`config.mk`:
```
export PLATFORM = sky130hd
export DESIGN_NAME = freq_div_n
export DESIGN_NICKNAME = d
export VERILOG_FILES = /design/src/rtl/freq_div_n.sv
export SDC_FILE = /design/constraint.sdc
export NUM_CORES = 1
export LEC_CHECK = 0
export CAP_MARGIN = 30
export CORE_UTILIZATION = 52
export CTS_CLUSTER_SIZE = 10
export DETAILED_ROUTE_END_ITERATION = 6
export PLACE_DENSITY = 0.75
export RECOVER_POWER = 100
export SLEW_MARGIN = 20
export SYNTH_ARGS = -nofsm -noshare
export SYNTH_HDL_FRONTEND = slang
export SYNTH_SLANG_ARGS = --single-unit
export TNS_END_PERCENT = 30
```
`constraint.sdc`:
```
create_clock -name clk -period 2.69 [get_ports clk]
set_clock_uncertainty 0.1 [all_clocks]
set_input_delay 0.807 -clock clk [delete_from_list [all_inputs] [get_ports clk]]
set_output_delay 0.807 -clock clk [all_outputs]
set_load 0.05 [all_outputs]
```
`src/rtl/freq_div_n.sv`:
```
// Programmable 50%-duty integer clock divider (N = 2..2^WIDTH-1, runtime-loaded at period edges).
// Optional one-cycle period-start strobe on `tick` when FREQ_DIV_TICK_EN is defined.
module freq_div_n #(
  parameter int unsigned WIDTH     = 8,
  parameter int unsigned DIV_RESET = 3
) (
  input  logic             clk,
  input  logic             reset_ah_in,
  input  logic [WIDTH-1:0] div_val,
  input  logic             div_load,
  output logic             div_pending,
  output logic             clk_out
`ifdef FREQ_DIV_TICK_EN
  ,
  output logic             tick
`endif
);

  logic [WIDTH-1:0] cnt_q, cnt_d;
  logic [WIDTH-1:0] active_div_q, active_div_d;
  logic [WIDTH-1:0] pend_div_q, pend_div_d;
  logic             pending_q, pending_d;
  logic             pos_q, pos_d;
  logic             neg_q;

  logic             enabled;
  logic             is_odd;
  logic             at_boundary;
  logic [WIDTH-1:0] half_div;
  logic [WIDTH-1:0] last_idx;

  // cnt_q holds the phase index k of the upcoming posedge.
  always_comb begin
    enabled      = (active_div_q >= WIDTH'(2));
    is_odd       = active_div_q[0];
    half_div     = active_div_q >> 1;
    last_idx     = active_div_q - WIDTH'(1);
    at_boundary  = enabled && (cnt_q == last_idx);

    cnt_d        = cnt_q;
    active_div_d = active_div_q;
    pend_div_d   = pend_div_q;
    pending_d    = pending_q;
    pos_d        = 1'b0;

    if (!enabled) begin
      // Disabled: every edge is a boundary, so a load takes effect immediately.
      cnt_d     = '0;
      pending_d = 1'b0;
      if (div_load) begin
        active_div_d = div_val;
      end
    end else begin
      pos_d = (cnt_q < half_div);
      if (at_boundary) begin
        cnt_d     = '0;
        pending_d = 1'b0;
        if (div_load) begin
          active_div_d = div_val;
        end else if (pending_q) begin
          active_div_d = pend_div_q;
        end
      end else begin
        cnt_d = cnt_q + WIDTH'(1);
        if (div_load) begin
          pend_div_d = div_val;
          pending_d  = 1'b1;
        end
      end
    end
  end

  always_ff @(posedge clk or posedge reset_ah_in) begin
    if (reset_ah_in) begin
      cnt_q        <= '0;
      active_div_q <= WIDTH'(DIV_RESET);
      pend_div_q   <= '0;
      pending_q    <= 1'b0;
      pos_q        <= 1'b0;
    end else begin
      cnt_q        <= cnt_d;
      active_div_q <= active_div_d;
      pend_div_q   <= pend_div_d;
      pending_q    <= pending_d;
      pos_q        <= pos_d;
    end
  end

  // Held at 0 outside odd mode so an even->odd switch cannot inherit a stale half-cycle.
  always_ff @(negedge clk or posedge reset_ah_in) begin
    if (reset_ah_in) begin
      neg_q <= 1'b0;
    end else begin
      neg_q <= (enabled && is_odd) ? pos_q : 1'b0;
    end
  end

  assign clk_out     = is_odd ? (pos_q | neg_q) : pos_q;
  assign div_pending = pending_q;

`ifdef FREQ_DIV_TICK_EN
  logic tick_q;

  always_ff @(posedge clk or posedge reset_ah_in) begin
    if (reset_ah_in) begin
      tick_q <= 1'b0;
    end else begin
      tick_q <= enabled && (cnt_q == '0);
    end
  end

  assign tick = tick_q;
`endif

endmodule

```
==> results.py, run 1 <==
metrics = {
    "status": {
        "run_status": "complete, but fails checks",
        "failing_checks": "negative setup slack",
    },
    "synth": {
        "share_of_synthesized_registers_carrying_an_async_set_or_reset": 1.00,
        "synth.distinct_cells": 45,
        "combinational_family_with_the_most_area_after_synthesis": "simple AND/OR/NAND/NOR gates",
        "synth-compound-area-share": 0.156,
        "yosys.area_share.xor_xnor": 0.103,
        "synth-simple-area-share": 0.159,
        "post_synth_fa_ha_maj_area_fraction": 0.0628,
        "synth_edf_count": 0,
        "syn_area_per_cell_um2": 9.95,
        "synth_mux_area_frac": 0.102,
        "synthFlopType": "sky130_fd_sc_hd__dfrtp_1",
        "synth-warning-count": 0,
        "postSynthNetCount": 200,
        "mappedNetlistArea_mm2": 0.00179,
        "ys_seq_elements": 27,
        "ys_seq_area_frac": 0.378,
        "number_of_cells_produced_by_synthesis": 180,
    },
    "sta": {
        "report.final.setup_viol": 17,
        "finalHoldViolCount": 0,
        "fin_ws_ns": -0.581,
        "tightestPinTransition_ns": 1.40,
        "unrepaired_setup_endpoints_after_global_routing": "yes",
        "number_of_pins_with_negative_max_slew_slack_in_the_final_report": 0,
        "slew_headroom": 0.0654,
    },
    "floorplanning": {
        "die_h_um": 60.7,
        "floorplan.core_area_mm2": 0.00315,
        "core.rowCount": 20,
        "floorplan_die_area_mm2": 0.00368,
        "floorplan.initialDensity": 0.568,
        "dieWidth_um": 60.7,
        "ios": 13,
    },
    "critical_path": {
        "worstSetupEndpointType": "primary output",
        "path_class": "reg -> out",
        "cp-startpoint": "neg_q$_DFF_NP0_",
        "r2r_slack_ns": -0.14,
        "worstReg2RegEnd": "pend_div_q[4]$_DFFE_PP0P_",
        "reg2regPathDepth": 8,
        "worstReg2RegStart": "active_div_q[1]$_DFFE_PP1P_",
        "timing.critical_path.required_ns": 1.78,
        "cp_data_arrival_time_ns": 2.36,
        "critical_path.startpoint_type": "register",
        "cp_max_fo": 1,
    },
    "layout": {
        "fin_nets": 233,
        "final.fill_count": 251,
        "layout-drive-gt1-share": 0.269,
        "mostFrequentLayoutCell": "sky130_fd_sc_hd__dfrtp_1",
        "antenna-diode-count": 0,
        "layout_common_cells": "sky130_fd_sc_hd__dfrtp_1, sky130_fd_sc_hd__buf_4, sky130_fd_sc_hd__nor3_1",
        "area_delta_synth_final_pct": 28.2,
    },
    "drt": {
        "drc": 0,
        "totalWireLength_mm": 4.28,
        "wl_met3_um": 149,
        "drt-wirelength-per-cell_um": 16.7,
        "antenna_violating_nets_remaining": 0,
        "total_number_of_vias": 1520,
        "detailedRoute.firstPassIterationCount": 4,
        "top_layer_used": "met4",
        "detailedRoute.firstIterationViolations": 84,
        "wl_met1_mm": 1.84,
        "post_drt_via_cell_ratio": 5.94,
        "dr_wl_met2_mm": 2.18,
    },
    "power_and_ir_drop": {
        "vdd.ir_drop.worst_mv": 0.686,
        "total_design_power_mw": 2.51,
        "power.leakage_nw": 0.989,
        "cellPowerDensity_mw_per_mm2": 1090,
    },
    "grt": {
        "number_of_global_route_vias_before_repair": 1517,
        "wire_length_of_the_first_global_routing_pass_mm": 6.73,
        "antenna_found_initial": 0,
        "maximum_number_of_pins_on_one_net_before_global_route_repair": 27,
        "grt-ovfl-total": 0,
        "grt_usage": 0.250,
    },
    "clock_tree": {
        "cts-root-to-sink-buffers": 2,
        "clock_tree_from_tritoncts": "yes",
        "htree_levels": 1,
        "clock-sinks": 27,
        "numCtsBuffers": 3,
        "clock-root-buffer": "sky130_fd_sc_hd__clkbuf_4",
        "worstSkewPairLatency_ns": 0.33,
        "clkTransAtPathRegs_ns": 0.15,
    },
    "placement": {
        "dp_slack_ns": -0.229,
        "dp_hpwl_mm": 3.11,
        "placement.io_buffers": 12,
        "place_congestion": 0.922,
    },
    "worst_hold_path": {
        "holdPathEnd": "pend_div_q[0]$_DFFE_PP0P_",
        "worstHoldPathCells": 1,
        "worstHoldPathType": "reg -> reg",
        "timing.hold.worst.start": "pend_div_q[0]$_DFFE_PP0P_",
    },
    "flow_run": {
        "timing.max_cap.violations": 0,
    },
}
[critical path, stage by stage (launching register included)]
cell,delay (ns)
sky130_fd_sc_hd__dfrtn_1,0.36
sky130_fd_sc_hd__a21o_4,0.20
sky130_fd_sc_hd__buf_12,0.14
[state kept, by name (all words and copies together), names as in the netlist]
name	count
pend_div_q	8
active_div_q	8
cnt_q	8
pos_q	1
div_pending	1
neg_q	1
[cells in the mapped netlist (2+ instances only)]
master	n	area, um2
sky130_fd_sc_hd__a21o_1	4	30.0
sky130_fd_sc_hd__a21oi_1	5	25.0
sky130_fd_sc_hd__a22oi_1	2	15.0
sky130_fd_sc_hd__and3_1	5	31.3
sky130_fd_sc_hd__buf_2	3	15.0
sky130_fd_sc_hd__clkbuf_1	4	15.0
sky130_fd_sc_hd__dfrtp_1	24	601
sky130_fd_sc_hd__dfstp_2	2	52.6
sky130_fd_sc_hd__ha_1	9	113
sky130_fd_sc_hd__inv_1	10	37.5
sky130_fd_sc_hd__mux2_2	10	113
sky130_fd_sc_hd__mux2i_1	7	70.1
sky130_fd_sc_hd__nand2_1	8	30.0
sky130_fd_sc_hd__nand3_1	10	50.1
sky130_fd_sc_hd__nor2_1	9	33.8
sky130_fd_sc_hd__nor3_1	11	55.1
sky130_fd_sc_hd__nor3b_1	2	15.0
sky130_fd_sc_hd__o21a_1	2	15.0
sky130_fd_sc_hd__o21ai_0	4	20.0
sky130_fd_sc_hd__o22ai_1	5	31.3
sky130_fd_sc_hd__o31a_1	2	17.5
sky130_fd_sc_hd__or2_1	2	12.5
sky130_fd_sc_hd__or2_2	2	12.5
sky130_fd_sc_hd__xnor2_1	9	78.8
sky130_fd_sc_hd__xor2_1	9	78.8
[cell type report]
type	count	area, um2	area share
Inverter	10	40.0	0.0174
Timing Repair Buffer	35	313	0.136
Multi-Input combinational cell	136	1180	0.515
Clock inverter	1	5.00	0.00218
Sequential cell	27	678	0.295
Clock buffer	3	22.5	0.00980
Tap cell	44	55.1	0.0240
[what timing repair did]
action                     CTS  global route
pin swaps                    3             5
setup endpoints to repair   10            16
resized for setup            3            18
hold buffers                 0             0
buffers inserted             2             2
[metal layers]
metal | track usage | vias up
met5 | 0 | -
met4 | 0.110 | 0
met3 | 0.0299 | 12
met2 | 0.440 | 40
met1 | 0.310 | 747
li1 | - | 721
[where the power goes]
group,switching (mW),internal [mW],leakage [nW],total [mW]
clock network,0.124,0.0559,0.0177,0.180
logic,0.775,0.779,0.660,1.55
registers,0.207,0.567,0.312,0.775
[per-stage QoR]
step	hold slack [ns]	util	cell area (um2)	std cells	setup TNS, ns
3_3_place_gp	0.382	0.683	2150	248	-0.232
2_1_floorplan	0.374	-	1850	180	-0.303
3_5_place_dp	0.394	0.683	2150	248	-0.635
5_1_grt	0.448	0.729	2300	256	-3.90
6_report	0.432	0.729	2300	256	-2.07
4_1_cts	0.428	0.700	2210	254	-0.643
[cells by family after synthesis]
kind of cell    after synthesis
fa+ha+maj                     9
buf+inv                      17
compound gates               36
xor+xnor                     19
simple gates                 55
mux                          17
flops                        27
[worst max-delay path by stage]
| stage | end | cells after the start |
|---|---|---|
| final | clk_out | 2 |
| after global routing | clk_out | 2 |
| after CTS | clk_out | 2 |
| after detailed placement | clk_out | 2 |
| after global placement | clk_out | 2 |
| after floorplan | neg_q$_DFF_NP0_ | 6 |
Note: power is estimated with default switching activity, not from simulation.
==> run 2: changes to the inputs <==
--- a/config.mk
+++ b/config.mk
@@ -7,6 +7,7 @@
 export LEC_CHECK = 0
 export CAP_MARGIN = 30
 export CORE_UTILIZATION = 52
+export CTS_CLUSTER_DIAMETER = 150
 export CTS_CLUSTER_SIZE = 10
 export DETAILED_ROUTE_END_ITERATION = 6
 export PLACE_DENSITY = 0.75
==> results of run 2 <==
The final DEF is identical to that of run 1; final timing and power are the same.
==> run 3: changes to the inputs <==
--- a/config.mk
+++ b/config.mk
@@ -6,6 +6,7 @@
 export NUM_CORES = 1
 export LEC_CHECK = 0
 export CAP_MARGIN = 30
+export CORE_MARGIN = 2
 export CORE_UTILIZATION = 52
 export CTS_CLUSTER_DIAMETER = 150
 export CTS_CLUSTER_SIZE = 10
==> results.py, run 3 (synthesized netlist as in run 1, its figures left out) <==
metrics = {
    "drt": {
        "antenna_violating_nets_remaining": 0,
        "detailedRoute.firstIterationViolations": 87,
        "drt-wirelength-per-cell_um": 16.4,
        "totalWireLength_mm": 4.16,
        "drc": 0,
        "total_number_of_vias": 1479,
        "detailedRoute.firstPassIterationCount": 4,
        "post_drt_via_cell_ratio": 5.82,
    },
    "sta": {
        "report.final.setup_viol": 10,
        "slew_headroom": 0.0868,
        "finalHoldViolCount": 0,
        "tightestPinTransition_ns": 1.37,
        "unrepaired_setup_endpoints_after_global_routing": "yes",
        "number_of_pins_with_negative_max_slew_slack_in_the_final_report": 0,
        "fin_ws_ns": -0.595,
    },
    "grt": {
        "grt-ovfl-total": 0,
        "grt_usage": 0.225,
        "maximum_number_of_pins_on_one_net_before_global_route_repair": 27,
        "wire_length_of_the_first_global_routing_pass_mm": 7.04,
        "antenna_found_initial": 0,
        "number_of_global_route_vias_before_repair": 1607,
    },
    "clock_tree": {
        "clock-sinks": 27,
        "clock-root-buffer": "sky130_fd_sc_hd__clkbuf_4",
        "numCtsBuffers": 3,
        "htree_levels": 1,
        "clkTransAtPathRegs_ns": 0.14,
        "worstSkewPairLatency_ns": 0.33,
        "cts-root-to-sink-buffers": 2,
        "clock_tree_from_tritoncts": "yes",
        "cts.hold.buffers_added": 0,
    },
    "critical_path": {
        "cp_max_fo": 1,
        "timing.critical_path.cells": "a21o_4 > buf_12",
        "worst_path_dominant_cell_family": "flip-flops",
        "cp_slowest_stage_delay_ns": 0.36,
        "path_class": "reg -> out",
        "cp.buffers_inverters": 1,
        "critPathSlowestCell": "sky130_fd_sc_hd__dfrtn_1",
        "worstSetupEndpointType": "primary output",
        "reg2regPathDepth": 9,
        "path_length_in_cells_of_the_critical_path": 2,
        "critical_path.startpoint_type": "register",
        "cp_data_arrival_time_ns": 2.38,
        "timing.critical_path.required_ns": 1.78,
    },
    "floorplanning": {
        "dieWidth_um": 62.7,
        "floorplan_die_area_mm2": 0.00393,
        "floorplan.initialDensity": 0.541,
        "ios": 13,
        "floorplan.core_area_mm2": 0.00331,
        "die_h_um": 62.7,
        "core.rowCount": 21,
    },
    "placement": {
        "placement.io_buffers": 12,
        "place_congestion": 0.976,
        "dp_hpwl_mm": 3.27,
        "dpl.cell_count": 249,
    },
    "status": {
        "failing_checks": "negative setup slack",
        "run_status": "complete, but fails checks",
    },
    "power_and_ir_drop": {
        "power.leakage_nw": 0.926,
        "cellPowerDensity_mw_per_mm2": 1070,
        "vdd.ir_drop.worst_mv": 0.599,
        "total_design_power_mw": 2.34,
    },
    "layout": {
        "layout_common_cells": "sky130_fd_sc_hd__dfrtp_1, sky130_fd_sc_hd__buf_4, sky130_fd_sc_hd__nor3_1",
        "layout-drive-gt1-share": 0.226,
        "final_instance_count_excl_fillers": 254,
        "top_regs": "active_div_q (8), cnt_q (8), pend_div_q (8)",
        "mostFrequentLayoutCell": "sky130_fd_sc_hd__dfrtp_1",
        "area_delta_synth_final_pct": 22.2,
        "antenna-diode-count": 0,
        "fin_nets": 229,
        "fin_util": 0.661,
    },
    "worst_hold_path": {
        "worstHoldPathCells": 1,
        "worstHoldPathType": "reg -> reg",
    },
    "flow_run": {
        "timing.max_cap.violations": 0,
    },
}
[run 3: where the power goes]
part           internal [mW]  total, mW  leakage (nW)  switching, mW
combinational          0.665       1.38         0.600          0.716
sequential             0.567      0.778         0.312          0.210
clock                 0.0584      0.178        0.0150          0.120
[run 3: path summary, 6_finish.rpt]
kind / startpoint / end / slack, ns
setup / recovery: neg_q$_DFF_NP0_ / clk_out / -0.59
hold / removal: pend_div_q[4]$_DFFE_PP0P_ / pend_div_q[4]$_DFFE_PP0P_ / 0.42
setup reg to reg: active_div_q[1]$_DFFE_PP1P_ / pend_div_q[1]$_DFFE_PP0P_ / -0.09
hold reg to reg: pend_div_q[4]$_DFFE_PP0P_ / pend_div_q[4]$_DFFE_PP0P_ / 0.42
max in group asynchronous: reset_ah_in / pend_div_q[7]$_DFFE_PP0P_ / 0.36
min in group asynchronous: reset_ah_in / cnt_q[2]$_DFF_PP0_ / 1.34
[run 3: what timing repair did]
action                                  4_1_cts  5_1_grt
resized for setup                             1        4
endpoints found under the setup margin       10       16
setup buffers                                 1        0
pin swaps                                     2        1
[run 3: routing by layer]
layer | part of all wire | vias up | track usage
met5 | 0 | - | 0
met3 | 0.033 | 11 | 0.0432
met4 | 0.026 | 0 | 0.0833
met2 | 0.51 | 38 | 0.397
met1 | 0.43 | 716 | 0.273
li1 | - | 714 | -
[run 3: worst register-to-register path, stage by stage (launching register included)]
cell                       delay (ns)
sky130_fd_sc_hd__dfstp_1         0.74
sky130_fd_sc_hd__inv_1           0.11
sky130_fd_sc_hd__ha_1            0.25
sky130_fd_sc_hd__o21bai_1        0.18
sky130_fd_sc_hd__o221ai_1        0.14
sky130_fd_sc_hd__o31a_1          0.16
sky130_fd_sc_hd__or2_4           0.26
sky130_fd_sc_hd__o311ai_4        0.26
sky130_fd_sc_hd__buf_12          0.16
sky130_fd_sc_hd__mux2_2          0.34
[run 3: layout make-up]
| cell class | count | area [um2] |
|---|---|---|
| clock buffers | 4 | 26.3 |
| fillers | 286 | 1120 |
| inverters | 10 | 40.0 |
| multi-input cells | 136 | 1110 |
| flip-flops and latches | 27 | 678 |
| well taps | 46 | 57.6 |
| repair buffers | 31 | 275 |
[run 3: stage by stage]
step | setup WS [ns] | area (um2) | setup TNS, ns | hold slack [ns]
floorplan | -0.142 | 1850 | -0.303 | 0.374
finish | -0.595 | 2190 | -1.29 | 0.423
detailed placement | -0.240 | 2150 | -0.290 | 0.390
global placement | -0.221 | 2150 | -0.231 | 0.384
global route | -0.630 | 2190 | -2.47 | 0.442
CTS | -0.610 | 2190 | -0.661 | 0.424
